### src/rtl/ps2_keyboard_rx.sv
// rtl/ps2_keyboard_rx.sv - PS/2 keyboard receiver and scan code set 2 to ASCII decoder
//
// Ports:
//   clk_in        pixel clock, all logic on its rising edge
//   rst_in        asynchronous active-low reset
//   ps2_clk_in    raw PS/2 clock line (asynchronous)
//   ps2_data_in   raw PS/2 data line (asynchronous)
//   key_pressed   1-cycle pulse, printable key made, character valid
//   enter_pressed 1-cycle pulse, Enter made
//   bksp_pressed  1-cycle pulse, Backspace made
//   character     {8'h00, ASCII}, holds the last printable value
//   frame_err     1-cycle pulse, parity/start/stop error or timeout
//   shift_active  high while either shift key is held
module ps2_keyboard_rx #(
  parameter int TIMEOUT_CYCLES = 74250
) (
  input  logic        clk_in,
  input  logic        rst_in,
  input  logic        ps2_clk_in,
  input  logic        ps2_data_in,
  output logic        key_pressed,
  output logic        enter_pressed,
  output logic        bksp_pressed,
  output logic [15:0] character,
  output logic        frame_err,
  output logic        shift_active
);

  localparam int WD_W = $clog2(TIMEOUT_CYCLES + 1);

  localparam logic [1:0] S_IDLE      = 2'd0;
  localparam logic [1:0] S_EXT       = 2'd1;
  localparam logic [1:0] S_BREAK     = 2'd2;
  localparam logic [1:0] S_EXT_BREAK = 2'd3;

  logic            clk_s1, clk_s2, clk_hist;
  logic            dat_s1, dat_s2;
  logic            fall_edge;
  logic [3:0]      bit_cnt;
  logic [7:0]      data_sr;
  logic            parity_bit;
  logic [WD_W-1:0] wd_cnt;
  logic            byte_valid;
  logic [1:0]      state;
  logic            shift_l, shift_r;
  logic [7:0]      mapped;

  // Synchronisers reset to 1 (idle bus) so releasing reset never fakes an edge.
  always_ff @(posedge clk_in or negedge rst_in) begin
    if (!rst_in) begin
      clk_s1   <= 1'b1;
      clk_s2   <= 1'b1;
      clk_hist <= 1'b1;
      dat_s1   <= 1'b1;
      dat_s2   <= 1'b1;
    end else begin
      clk_s1   <= ps2_clk_in;
      clk_s2   <= clk_s1;
      clk_hist <= clk_s2;
      dat_s1   <= ps2_data_in;
      dat_s2   <= dat_s1;
    end
  end

  assign fall_edge = clk_hist & ~clk_s2;

  // Frame shifter and watchdog. An edge always wins over watchdog expiry.
  always_ff @(posedge clk_in or negedge rst_in) begin
    if (!rst_in) begin
      bit_cnt    <= 4'd0;
      data_sr    <= 8'h00;
      parity_bit <= 1'b0;
      wd_cnt     <= '0;
      byte_valid <= 1'b0;
      frame_err  <= 1'b0;
    end else begin
      byte_valid <= 1'b0;
      frame_err  <= 1'b0;
      if (fall_edge) begin
        wd_cnt <= '0;
        if (bit_cnt == 4'd0) begin
          if (dat_s2) frame_err <= 1'b1;
          else        bit_cnt   <= 4'd1;
        end else if (bit_cnt <= 4'd8) begin
          data_sr <= {dat_s2, data_sr[7:1]};
          bit_cnt <= bit_cnt + 4'd1;
        end else if (bit_cnt == 4'd9) begin
          parity_bit <= dat_s2;
          bit_cnt    <= 4'd10;
        end else begin
          bit_cnt <= 4'd0;
          if (dat_s2 && ((^data_sr) ^ parity_bit)) byte_valid <= 1'b1;
          else                                     frame_err  <= 1'b1;
        end
      end else if (bit_cnt != 4'd0) begin
        if (wd_cnt == WD_W'(TIMEOUT_CYCLES)) begin
          bit_cnt   <= 4'd0;
          wd_cnt    <= '0;
          frame_err <= 1'b1;
        end else begin
          wd_cnt <= wd_cnt + 1'b1;
        end
      end else begin
        wd_cnt <= '0;
      end
    end
  end

  // Scan code set 2 (US) to ASCII; 0 means not a printable key.
  function automatic logic [7:0] scan_to_ascii(input logic [7:0] code, input logic shift);
    logic [15:0] pair;
    pair = 16'h0000;
    case (code)
      8'h1C: pair = {"a", "A"};  8'h32: pair = {"b", "B"};  8'h21: pair = {"c", "C"};
      8'h23: pair = {"d", "D"};  8'h24: pair = {"e", "E"};  8'h2B: pair = {"f", "F"};
      8'h34: pair = {"g", "G"};  8'h33: pair = {"h", "H"};  8'h43: pair = {"i", "I"};
      8'h3B: pair = {"j", "J"};  8'h42: pair = {"k", "K"};  8'h4B: pair = {"l", "L"};
      8'h3A: pair = {"m", "M"};  8'h31: pair = {"n", "N"};  8'h44: pair = {"o", "O"};
      8'h4D: pair = {"p", "P"};  8'h15: pair = {"q", "Q"};  8'h2D: pair = {"r", "R"};
      8'h1B: pair = {"s", "S"};  8'h2C: pair = {"t", "T"};  8'h3C: pair = {"u", "U"};
      8'h2A: pair = {"v", "V"};  8'h1D: pair = {"w", "W"};  8'h22: pair = {"x", "X"};
      8'h35: pair = {"y", "Y"};  8'h1A: pair = {"z", "Z"};
      8'h16: pair = {"1", "!"};  8'h1E: pair = {"2", "@"};  8'h26: pair = {"3", "#"};
      8'h25: pair = {"4", "$"};  8'h2E: pair = {"5", "%"};  8'h36: pair = {"6", "^"};
      8'h3D: pair = {"7", "&"};  8'h3E: pair = {"8", "*"};  8'h46: pair = {"9", "("};
      8'h45: pair = {"0", ")"};
      8'h0E: pair = {8'h60, "~"};  8'h4E: pair = {"-", "_"};  8'h55: pair = {"=", "+"};
      8'h54: pair = {"[", "{"};  8'h5B: pair = {"]", "}"};  8'h5D: pair = {"\\", "|"};
      8'h4C: pair = {";", ":"};  8'h52: pair = {"'", "\""}; 8'h41: pair = {",", "<"};
      8'h49: pair = {".", ">"};  8'h4A: pair = {"/", "?"};
      8'h29: pair = {" ", " "};
      default: pair = 16'h0000;
    endcase
    return shift ? pair[7:0] : pair[15:8];
  endfunction

  assign shift_active = shift_l | shift_r;
  assign mapped       = scan_to_ascii(data_sr, shift_active);

  // Decoder FSM; only advances on a good byte, so at most one pulse per byte.
  always_ff @(posedge clk_in or negedge rst_in) begin
    if (!rst_in) begin
      state         <= S_IDLE;
      shift_l       <= 1'b0;
      shift_r       <= 1'b0;
      key_pressed   <= 1'b0;
      enter_pressed <= 1'b0;
      bksp_pressed  <= 1'b0;
      character     <= 16'h0000;
    end else begin
      key_pressed   <= 1'b0;
      enter_pressed <= 1'b0;
      bksp_pressed  <= 1'b0;
      if (byte_valid) begin
        case (state)
          S_IDLE: begin
            case (data_sr)
              8'hE0: state <= S_EXT;
              8'hF0: state <= S_BREAK;
              8'h12: shift_l <= 1'b1;
              8'h59: shift_r <= 1'b1;
              8'h5A: enter_pressed <= 1'b1;
              8'h66: bksp_pressed <= 1'b1;
              default: begin
                if (mapped != 8'h00) begin
                  character   <= {8'h00, mapped};
                  key_pressed <= 1'b1;
                end
              end
            endcase
          end
          S_EXT: begin
            if (data_sr == 8'hF0) begin
              state <= S_EXT_BREAK;
            end else begin
              if (data_sr == 8'h5A) enter_pressed <= 1'b1;
              state <= S_IDLE;
            end
          end
          S_BREAK: begin
            if (data_sr == 8'h12) shift_l <= 1'b0;
            if (data_sr == 8'h59) shift_r <= 1'b0;
            state <= S_IDLE;
          end
          default: state <= S_IDLE;
        endcase
      end
    end
  end

endmodule

### config.mk
export PLATFORM = sky130hd
export DESIGN_NAME = ps2_keyboard_rx
export DESIGN_NICKNAME = d
export VERILOG_FILES = /design/src/rtl/ps2_keyboard_rx.sv
export SDC_FILE = /design/constraint.sdc
export NUM_CORES = 1
export LEC_CHECK = 0
export CAP_MARGIN = 0
export CORE_ASPECT_RATIO = 1.2
export CORE_UTILIZATION = 55
export CTS_CLUSTER_SIZE = 10
export DETAILED_ROUTE_END_ITERATION = 12
export PLACE_DENSITY = 0.79
export SLEW_MARGIN = 20
export SYNTH_ARGS = -nofsm -noshare
export SYNTH_HDL_FRONTEND = slang
export SYNTH_SLANG_ARGS = --single-unit
### constraint.sdc
create_clock -name clk_in -period 2.95 [get_ports clk_in]
set_clock_uncertainty 0.05 [all_clocks]
set_input_delay 0.59 -clock clk_in [delete_from_list [all_inputs] [get_ports clk_in]]
set_output_delay 0.59 -clock clk_in [all_outputs]
set_load 0.1 [all_outputs]
==> run_results.csv, run 1 <==
group,metric,value,unit
cts,cts_tree,"built",
timing,rsz0062_at_grt,"false",
worst_hold_path,hp-class,"in -> async",
detailed_routing,drt-initial-drc-count,355,
cells_and_area,final_area,4500,µm²
timing,tightest_slew,0.658,ns
logic_synthesis,synth_area_leaders,"dfrtp_1 28%, ha_1 6.5%, nor2_1 4.2%",
worst_setup_path,crit_arrival,2.98,ns
worst_setup_path,cp.required,3.12,ns
logic_synthesis,ys_seq_area_frac,0.315,
cells_and_area,drive_gt1_frac,0.182,
timing,drv_slew,0,
global_route,grt_max_degree,32,
cells_and_area,diodes,0,
die,rows,34,
logic_synthesis,synth_flop_cell,"dfrtp_1",
logic_synthesis,synthesis.area,4070,µm²
logic_synthesis,synth_largest_area_cell,"dfrtp_1",
worst_setup_path,reg2reg_depth,10,
global_route,grt_pass1_wl,19200,µm
detailed_routing,wl,12100,µm
detailed_routing,routed_via_density,6.51,
logic_synthesis,synth.avg_cell_area,8.59,µm²
placement,dp.final_hpwl,8870,µm
logic_synthesis,synth.distinct_cells,72,
pwr,power_density,686,nW/µm²
worst_setup_path,reg2reg_from,"data_sr[1]$_DFFE_PN0P_",
worst_setup_path,cp_max_fo,16,
cts,h-tree-depth,2,
outcome,outcome,"finished clean",
cells_and_area,synthToLayoutAreaGrowth,10.5,%
worst_setup_path,r2r_end,"character[5]$_DFFE_PN0P_",
cts,clockBufferDepth,2,
global_route,grt_pass1_vias,3626,
placement,dp_worst_setup_slack,0.113,ns
placement,port_buffers,15,
global_route,overflow,0,
logic_synthesis,ys_warn_count,0,
die,top_level_ports,25,
pwr,power_leakage,0.00184,µW
placement,gp_congestion,1.05,
cells_and_area,nets,524,
detailed_routing,wl_per_cell,20.5,µm
timing,slew_headroom,0.560,
logic_synthesis,syn_inst,474,
detailed_routing,num_vias,3840,
global_route,antenna_found_initial,0,
die,coreArea,7190,µm²
timing,worst_slack,0.144,ns
logic_synthesis,synth_top_cell_area_share,0.283,
cts,cts_buffers,5,
run,timing.max_cap.violations,0,
worst_setup_path,end_kind,"register",
placement,numPlacedInstances,582,
worst_setup_path,worstSetupPathType,"reg -> reg",
cells_and_area,final_cells,590,
cells_and_area,n_fill_cell,633,
placement,placed_cell_area,4400,µm²
timing,min_period,2.81,ns
detailed_routing,drcViolationCount,0,
cts,cts_root_buf,"clkbuf_8",
timing,hold_viol,0,
die,die_h,96.2,µm
logic_synthesis,synth-edff-count,0,
timing,setup_tns,0,ns
die,start_util,0.566,
logic_synthesis,ys_ff_latch,51,
worst_setup_path,rrSetupSlack,0.14,ns
cts,clk_latency,0.31,ns
timing,finalCritPeriodShare,0.951,
timing,final-setup-viol-count,0,
timing,max_freq,356,MHz
cts,clock-sinks,51,
die,fp.dieW,80.5,µm
pwr,irDropWorstVdd,0.433,mV
logic_synthesis,async_flop_share,1.00,
detailed_routing,antenna_left,0,
cells_and_area,final_core_util,0.626,
worst_setup_path,startpoint_type,"register",
die,die-area,7750,µm²
detailed_routing,firstDrtPassIters,5,
global_route,gr-usage-all-layers,0.335,
cts,clkTransAtPathRegs,0.10,ns
-- per-stage QoR --
stage / power, µW / hold WS [ns]
floorplan: 2100 / 0.244
CTS: 3050 / 0.209
global route: 3260 / 0.239
detailed placement: 2610 / 0.300
global placement: 2590 / 0.296
finish: 3090 / 0.192
-- sequential cells by signal, summed over array words and instances (netlist names), 2 cells and up --
signal	count
wd_cnt	17
data_sr	8
character	7
bit_cnt	4
state	2
-- worst max path at each step --
stage / end / slack (ns) / from
floorplan: key_pressed$_DFF_PN0_ / 0.008 / shift_r$_DFFE_PN0P_
global placement: character[1]$_DFFE_PN0P_ / 0.16 / data_sr[0]$_DFFE_PN0P_
detailed placement: character[1]$_DFFE_PN0P_ / 0.11 / data_sr[0]$_DFFE_PN0P_
CTS: character[1]$_DFFE_PN0P_ / 0.10 / data_sr[0]$_DFFE_PN0P_
global route: character[5]$_DFFE_PN0P_ / 0.01 / data_sr[0]$_DFFE_PN0P_
finish: character[5]$_DFFE_PN0P_ / 0.14 / data_sr[1]$_DFFE_PN0P_
-- repair_timing --
action / 4_1_cts / 5_1_grt
gates resized for setup: 0 / 3
setup buffers: 0 / 0
hold buffers: 0 / 0
setup endpoints to repair: 0 / 8
-- synthesized netlist by cell type (5+ instances only) --
master    instances
dfrtp_1          46
nor2_1           46
nand2_1          40
o21ai_0          28
inv_1            23
ha_1             21
a21oi_1          17
clkbuf_1         16
nand3_1          15
nand2b_1         13
xor2_1           12
buf_4            11
buf_2            10
mux2i_1           9
nand4_1           9
o211ai_1          9
xnor2_1           9
mux2_2            8
nor2b_1           8
nor3_1            8
o31ai_1           8
and3_1            7
dfstp_2           5
nor4_1            5
o31ai_2           5
-- layout make-up --
cell class,instances,area (µm²),area share
multi-input cells,366,2510,0.558
flip-flops and latches,51,1280,0.285
repair buffers,50,403,0.0895
well taps,90,113,0.0250
inverters,25,93.8,0.0209
clock buffers,6,82.6,0.0184
clock inverters,2,13.8,0.00306
-- worst max-delay path, cell delays in order, from the launching register on --
cell      delay, ns
dfrtp_1        0.38
buf_4          0.20
ha_1           0.29
buf_4          0.20
and4b_1        0.23
a211oi_1       0.36
a221oi_1       0.13
o211ai_1       0.15
o221a_2        0.26
nand4_4        0.18
o31ai_2        0.28
-- power by group --
group | switching (µW) | total [µW] | internal (µW)
combinational | 1120 | 1780 | 659
sequential | 120 | 880 | 759
clock | 238 | 431 | 192
-- per-layer routing --
metal	routed length (µm)	part of all wire	GRT usage
met1	4720	0.39	0.402
met5	0	0	0
met2	6110	0.50	0.589
met3	737	0.061	0.0427
met4	537	0.044	0.164
-- cells by family (layout without fill, tap and decap cells) --
| family | after synthesis | in the layout | share of synthesized area |
|---|---|---|---|
| AND/OR/NAND/NOR | 171 | 171 | 0.214 |
| XOR/XNOR | 21 | 21 | 0.0452 |
| AO/OA/AOI/OAI | 125 | 125 | 0.230 |
| buffers and inverters | 65 | 83 | 0.0769 |
| adder cells (fa/ha/maj) | 21 | 21 | 0.0646 |
| other | 1 | 9 | 0.000921 |
| flip-flops | 51 | 51 | 0.315 |
| multiplexers | 19 | 19 | 0.0535 |
-- cells in the final DEF, fill, tap and decap left out, types with 5 or more instances in the layout --
cell and count:
nor2_1 46, dfrtp_1 45, buf_4 45, nand2_1 40, o21ai_0 28, inv_1 23
ha_1 20, a21oi_1 17, nand3_1 15, nand2b_1 13, xor2_1 12, nand4_1 9
xnor2_1 9, o211ai_1 9, mux2i_1 9, conb_1 9, nor3_1 8, nor2b_1 8
o31ai_1 8, mux2_2 8, and3_1 7, clkbuf_8 6, nor4_1 5, o31ai_2 5
dfstp_2 5
Power figures use the tool's default switching activity.
==> run 2: changes to the inputs <==
GPL_TIMING_DRIVEN = 1   (was unset)
==> results of run 2 <==
Final layout, timing and power as in run 1 (identical DEF).
==> run 3: changes to the inputs <==
CORE_UTILIZATION = 45   (was 55)
PLACE_DENSITY = 0.67   (was 0.79)
==> run 3 against run 2 <==
Against the previous run:
- critical path depth decreased by 2
- largest power group unchanged
- cell count increased by 3.7%
- utilization decreased by 10 points
- largest cell class unchanged
- critical endpoint is now character[0]$_DFFE_PN0P_
==> run_results.csv, run 3 (synthesis gave the netlist of run 1 again) <==
group,metric,value,unit
pwr,power_leakage,0.00183,µW
cells_and_area,synthToLayoutAreaGrowth,11.4,%
worst_setup_path,end_kind,"register",
pwr,p_seq_frac,0.278,
worst_hold_path,hp-class,"in -> async",
die,die-area,9430,µm²
timing,min_period,2.83,ns
placement,dp.final_hpwl,8330,µm
cts,post_cts_buffers,0,
cts,cts_buffers,5,
worst_setup_path,critPathMaxStageDelay,0.47,ns
pwr,swShare,0.466,
global_route,gr-usage-all-layers,0.263,
placement,gp_congestion,0.945,
detailed_routing,wl,11600,µm
detailed_routing,drt-initial-drc-count,285,
cts,post_cts_resized,0,
cells_and_area,top_register,"wd_cnt",
timing,final-setup-viol-count,0,
cells_and_area,nets,519,
cts,clock-sinks,51,
detailed_routing,routed_via_density,6.16,
run,timing.max_cap.violations,0,
worst_setup_path,cp.required,3.13,ns
pwr,combPwrFrac,0.566,
cts,h-tree-depth,2,
pwr,irDropWorstVdd,0.560,mV
cts,clkTransAtPathRegs,0.10,ns
cells_and_area,n_fill_cell,820,
global_route,grt_pass1_wl,18900,µm
die,start_util,0.470,
worst_setup_path,critPathTopFamily,"multiplexers",
timing,max_freq,353,MHz
global_route,grt_max_degree,36,
die,die_h,106,µm
timing,rsz0062_at_grt,"false",
worst_setup_path,critPathBufInv,1,
worst_setup_path,reg2reg_from,"data_sr[1]$_DFFE_PN0P_",
outcome,outcome,"finished clean",
worst_setup_path,crit_arrival,3.02,ns
cells_and_area,drive_gt1_frac,0.172,
worst_setup_path,worstSetupPathType,"reg -> reg",
detailed_routing,drcViolationCount,0,
cts,cts_tree,"built",
detailed_routing,firstDrtPassIters,5,
detailed_routing,num_vias,3768,
cts,cts_hold_buf,0,
timing,slew_headroom,0.550,
die,fp.dieW,88.8,µm
cells_and_area,final_core_util,0.524,
worst_setup_path,cpMaxStageDelayCell,"mux4_2",
die,rows,37,
timing,hold_viol,0,
cts,cts_root_buf,"clkbuf_8",
pwr,power_density,692,nW/µm²
cells_and_area,diodes,0,
cells_and_area,largest_reg_flops,17,
timing,drv_slew,0,
detailed_routing,wl_per_cell,19.0,µm
global_route,overflow,0,
timing,tightest_slew,0.665,ns
worst_setup_path,startpoint_type,"register",
placement,port_buffers,15,
pwr,clkPwrFrac,0.155,
placement,dp_worst_setup_slack,0.189,ns
pwr,power.internal,1680,µW
timing,setup_tns,0,ns
worst_setup_path,cp_max_fo,16,
die,top_level_ports,25,
cts,clk_latency,0.31,ns
worst_setup_path,crit_chain,"buf_4, ha_1, nand2_2, mux4_2, or3_1, a311o_1, mux2_4, o31ai_2",
cells_and_area,mostFrequentLayoutCells,"46 x nor2_1, 46 x dfrtp_1, 40 x nand2_1",
worst_setup_path,startpoint,"data_sr[1]$_DFFE_PN0P_",
global_route,grt_pass1_vias,3651,
global_route,antenna_found_initial,0,
timing,finalCritPeriodShare,0.960,
timing,worst_slack,0.119,ns
cells_and_area,reg_top3,"wd_cnt x17, data_sr x8, character x7",
pwr,switching_power,1460,µW
cts,clockBufferDepth,2,
die,coreArea,8660,µm²
detailed_routing,antenna_left,0,
==> run 3: worst reg2reg max path, stage by stage (launching register included) <==
cell	delay, ns
dfrtp_1	0.35
buf_4	0.24
ha_1	0.40
nand2_2	0.15
mux4_2	0.47
or3_1	0.33
a311o_1	0.44
mux2_4	0.29
o31ai_2	0.05
==> run 3: path summary, 6_finish.rpt <==
kind / endpoint / depth (start not counted) / slack, ns
setup / recovery: character[0]$_DFFE_PN0P_ / 8 / 0.12
hold / removal: character[6]$_DFFE_PN0P_ / 1 / 0.17
setup reg to reg: character[0]$_DFFE_PN0P_ / 8 / 0.12
hold reg to reg: clk_s2$_DFF_PN1_ / 0 / 0.31
max in group asynchronous: dat_s1$_DFF_PN1_ / 2 / 1.86
min in group clk_in: clk_s2$_DFF_PN1_ / 0 / 0.31
==> run 3: per-stage QoR <==
stage	area, µm²	hold slack, ns	power (µW)	cells
after floorplan	4100	0.244	2100	482
after global placement	4410	0.296	2630	604
after detailed placement	4410	0.298	2600	604
after CTS	4520	0.174	3100	612
after global routing	4530	0.190	3320	612
final	4530	0.169	3140	612
==> run 3: routing by layer <==
metal / share of wire / up-vias / GRT usage
met5: 0 / - / 0
met4: 0.066 / 0 / 0.175
met3: 0.060 / 54 / 0.0349
met2: 0.48 / 188 / 0.420
met1: 0.39 / 1788 / 0.326
li1: - / 1738 / -
==> run 3: power groups by stage <==
stage          logic (µW)  clock network [µW]  registers (µW)
4_1_cts              1730                 504             869
3_3_place_gp         1740                   0             883
2_1_floorplan        1240                   0             860
3_5_place_dp         1720                   0             882
5_1_grt              1910                 533             881
6_report             1780                 488             872
==> run 3: cell type report <==
| cell class | count | area (µm²) | share of cell area |
|---|---|---|---|
| well taps | 117 | 146 | 0.0323 |
| clock inverters | 3 | 43.8 | 0.00966 |
| multi-input cells | 366 | 2520 | 0.556 |
| inverters | 25 | 93.8 | 0.0207 |
| flip-flops and latches | 51 | 1280 | 0.283 |
| repair buffers | 45 | 378 | 0.0834 |
| clock buffers | 5 | 68.8 | 0.0152 |
==> patch 1 (flow settings as in run 2) <==
The parameter `TIMEOUT_CYCLES` goes from 74250 to 148500.
--- a/src/rtl/ps2_keyboard_rx.sv
+++ b/src/rtl/ps2_keyboard_rx.sv
@@ -12,7 +12,7 @@
 //   frame_err     1-cycle pulse, parity/start/stop error or timeout
 //   shift_active  high while either shift key is held
 module ps2_keyboard_rx #(
-  parameter int TIMEOUT_CYCLES = 74250
+  parameter int TIMEOUT_CYCLES = 148500
 ) (
   input  logic        clk_in,
   input  logic        rst_in,
Behaviour: same outputs for any inputs over 10 cycles, from zero or initial values and one cycle with rst_in low; that may be too few to reach the edited logic, so the function may still have changed.
==> patch 1 against run 2 <==
  * Sequential cell count rose by 1
  * Non-clock buffer count down 3
  * Largest power group unchanged
  * Synthesized area shrank 3.4%
  * Cell area is 3.0% lower
  * Setup slack better by 1.7 ps
  * Total power is 33% higher
  * Maximum frequency about the same
  * Wire length down 6.7%
  * Largest cell class unchanged
==> patch 1: results (changes against run 2) <==
status complete, no violations; worst hold path class in2async; Avg Cell Area, Syn 8.24 µm² (-4.1%); Yosys reg bits 52 (+2.0%); crit-path max cell delay 510 ps (+130 ps); via count 3818 (-0.57%); Global Route Usage Sum 31.8% (-1.7 points); total wire length 11300 µm (-6.7%); HPWL Detailed 8190 µm (-7.6%); largest net degree at the start of global routing 46 (+44%); metal2 WL 5480 µm (-10%); peak supply drop 0.513 mV (+18%); crit path max fanout 5 (-11); wire length on met1 4630 µm (-1.9%); DRT iter0 DRCs 336 (-5.4%); dominant cells by area after synthesis dfrtp_1 (30%), ha_1 (6.7%), o21ai_0 (5.2%); Reg2Reg Depth 8 (-2); Synth top cells by count nand2_1 (49), dfrtp_1 (47), nor2_1 (47), o21ai_0 (41), ha_1 (21); Final period util 95.0% (about the same); Slowest cell on crit path o41a_1; internal cell power 2060 µW (+28%); Ys Warns 0 (unchanged); fillers 611 (-3.5%); Final Net Count 526 (+0.38%); layout cell share with drive strength beyond 1 14.5% (-3.7 points); Critical Path AT 3000 ps (+20 ps); post-route insts no fill 589 (-0.17%); Static Leakage 0.00188 µW (+2.0%); first-pass GRT wire length 18000 µm (-6.5%); initial antenna violation count 0 (unchanged); Port Buffers 15 (unchanged); routability cong. 1.03 (-1.8%); Least-Margin Pin Slew 830 ps (+173 ps); worst r2r dst character[2]$_DFFE_PN0P_; Netlist cell types 67 (-6.9%); Longest Clk Path Bufs 2 (unchanged); Regs by FF count wd_cnt: 18 flops, data_sr: 8 flops, character: 7 flops; met3 WL post-DR 692 µm (-6.1%); R2R Path Start data_sr[0]$_DFFE_PN0P_; sequential-to-total area share from yosys stat 33.3% (+1.8 points); cell count after placement 580 (-0.34%); vias in the first global route 3482 (-4.0%)
patch 1: logic make-up (layout without fill, tap and decap cells):
kind of cell	after synthesis	in the layout	share of synthesized area [%]
buffers and inverters	58	75	6.85
adders and majority gates	21	21	6.69
AOI/OAI and AO/OA	133	133	22.9
and+or+nand+nor	184	184	23.2
muxes	8	8	2.52
DFF	52	52	33.3
xor gates and xnor gates	20	20	4.46
other	1	9	0.0954
patch 1: per-stage QoR:
stage	hold WS, ps	util [%]	setup slack, ps	total power (µW)	cell area (µm²)
3_3_place_gp	296	61.8	230	3480	4240
4_1_cts	240	63.5	174	4010	4350
2_1_floorplan	244	-	63.6	2700	3960
6_report	221	63.7	146	4100	4360
3_5_place_dp	301	61.8	192	3470	4240
5_1_grt	277	63.7	7.15	4330	4360
patch 1: area by class of cell:
class / instances / area [µm²] / area share, %
sequential: 52 / 1310 / 30.0
inverter: 20 / 75.1 / 1.72
timing repair buffer: 47 / 368 / 8.43
clock inverter: 3 / 50.0 / 1.15
tap: 87 / 109 / 2.49
clock buffer: 5 / 68.8 / 1.58
multi-input combinational: 375 / 2390 / 54.7
patch 1: how the worst max path moves through the flow:
stage / end / slack (ps) / cells past startpoint
after global placement: character[0]$_DFFE_PN0P_ / 230 / 9
after CTS: character[2]$_DFFE_PN0P_ / 170 / 8
after detailed placement: character[2]$_DFFE_PN0P_ / 190 / 8
after global routing: character[2]$_DFFE_PN0P_ / 7 / 9
final: character[2]$_DFFE_PN0P_ / 150 / 8
after floorplan: character[0]$_DFFE_PN0P_ / 60 / 8
patch 1: metal layers:
layer	vias up	global-route usage [%]
met3	41	3.67
li1	1754	-
met1	1809	41.0
met2	214	52.1
met5	-	0
met4	0	17.3
patch 1: power by group through the flow:
stage | combinational [µW] | clock [µW] | sequential, µW
after floorplan | 1730 | 0 | 974
after global placement | 2530 | 0 | 954
after detailed placement | 2510 | 0 | 957
after CTS | 2540 | 529 | 943
after global routing | 2820 | 550 | 962
final | 2630 | 525 | 951
patch 1: what timing repair did:
action,CTS,global route
setup endpoints to repair,0,4
setup buffers,0,1
resized for setup,0,2
==> patch 2 (config.mk and constraints of run 2) <==
Without the edit above. Compare `bit_cnt` against `4'd9` with >= in place of ==.
--- a/src/rtl/ps2_keyboard_rx.sv
+++ b/src/rtl/ps2_keyboard_rx.sv
@@ -84,7 +84,7 @@
         end else if (bit_cnt <= 4'd8) begin
           data_sr <= {dat_s2, data_sr[7:1]};
           bit_cnt <= bit_cnt + 4'd1;
-        end else if (bit_cnt == 4'd9) begin
+        end else if (bit_cnt >= 4'd9) begin
           parity_bit <= dat_s2;
           bit_cnt    <= 4'd10;
         end else begin
Behaviour: no difference found for any inputs over 10 cycles, from zero or initial values and one cycle with rst_in low; that may be too few to reach the edited logic, so the function may still have changed.
==> patch 2 against run 2 <==
  * Clock power is 1% lower
  * Count of clock-buffer cells in the layout grew 1
  * Critical endpoint is now character[1]$_DFFE_PN0P_
  * Sequential cell count is 1 lower
  * Critical path type unchanged
  * Cell area down 6.0%
  * Synthesized area is 2.5% lower
  * Total power grew 40%
  * Setup slack improved by 9.2 ps
  * Wire length down 14%
  * Highest routed layer unchanged
  * Die area is 2.4% lower
  * Sequential share of layout area up 1.2 points
==> patch 2: results (changes against run 2) <==
Global Route Usage Sum 28.8% (-4.8 points); fraction of area in multi-input gates 55.5% (-0.28 points); Non-clk bufs 40 (-20%); metal2 WL 5060 µm (-17%); initial antenna violation count 0 (unchanged); DRT iter0 DRCs 351 (-1.1%); Avg WL per Cell 18.8 µm (-8.2%); NonClk Buf Share 7.81% (-1.1 points); row cnt 33 (-2.9%); met3 WL post-DR 397 µm (-46%); routability cong. 0.965 (-7.9%); top-count cell post-synth dfrtp_1; Highest Signal Layer met4; Tmin final 2800 ps (-9.21 ps); worst slack at placement 234 ps (+121 ps); fillers 625 (-1.3%); sequential-to-total area share from yosys stat 31.7% (+0.16 points); Post-Synthesis Cells 447 (-5.7%); Static Leakage 0.00177 µW (-3.7%); post-synthesis mux area share 3.81% (-1.5 points); met2 Use GR 49.6% (-9.3 points); Hold WS 235 ps (+43.3 ps); Synth top cells by count dfrtp_1 (45), nor2_1 (40), nand2_1 (28), o21ai_0 (27), nand3_1 (23); clk root buf clkbuf_8; total wire length 10400 µm (-14%); dominant cells by area after synthesis dfrtp_1 (28%), ha_1 (6.3%), nor2_1 (3.8%); vias in the first global route 3324 (-8.3%); Final Net Count 488 (-6.9%); Synth Area in Compound Gates 20.4% (-2.6 points); crit path max fanout 12 (-4); Inserted Clock Buffers 5 (unchanged); slew margin rel. 58.3% (+2.3 points); Longest Clk Path Bufs 2 (unchanged); M3 GR Usage 3.35% (-0.92 points); # Post-CTS Setup Buffers 0 (unchanged); status complete, no violations; post-synthesis xor/xnor area fraction 3.94% (-0.58 points); Inverters 24 (-4.0%); Final Util 61.3% (-1.3 points); layout cell share with drive strength beyond 1 17.2% (-1.0 points); first-pass GRT wire length 16500 µm (-14%); cell count after placement 544 (-6.5%); vias per cell 6.25 (-3.9%); Post-Synth Adder-Cell Area 6.56% (+0.10 points); HPWL Detailed 7800 µm (-12%); Placed Area 0.00413 mm² (-6.0%); wire length on met1 4400 µm (-6.8%); Critical Path AT 2930 ps (-50 ps); clkbuf count 7 (+1); largest net degree at the start of global routing 49 (+53%); peak supply drop 0.589 mV (+36%); clock sink count 50 (-2.0%); Global Route met1 Usage 34.5% (-5.7 points); Clock-cell share 2.25% (+0.11 points); Netlist cell types 83 (+15%); sequential portion of the cell area 29.7% (+1.2 points); multi-input gates 343 (-6.3%)
patch 2: final timing paths:
path                            cells after the start                    from                  endpoint
worst max register to register                      8  data_sr[2]$_DFFE_PN0P_  character[1]$_DFFE_PN0P_
min in group clk_in                                 0        dat_s1$_DFF_PN1_          dat_s2$_DFF_PN1_
max in group asynchronous                           2                  rst_in          clk_s2$_DFF_PN1_
worst min-delay path                                1                  rst_in       wd_cnt[4]$_DFF_PN0_
worst max-delay path                                8  data_sr[2]$_DFFE_PN0P_  character[1]$_DFFE_PN0P_
worst min register to register                      0        dat_s1$_DFF_PN1_          dat_s2$_DFF_PN1_
patch 2: worst max-delay path, stage by stage (launching register included):
cell and delay, ps:
dfrtp_1 640, ha_1 360, nor4b_1 600, a21oi_1 90, a31oi_1 200, a211o_1 180
a211oi_2 70, a41oi_2 340, o22ai_1 150
patch 2: power breakdown:
group / total (µW) / switching (µW) / internal [µW]
combinational: 2900 / 1900 / 991
clock: 425 / 230 / 194
sequential: 996 / 170 / 825
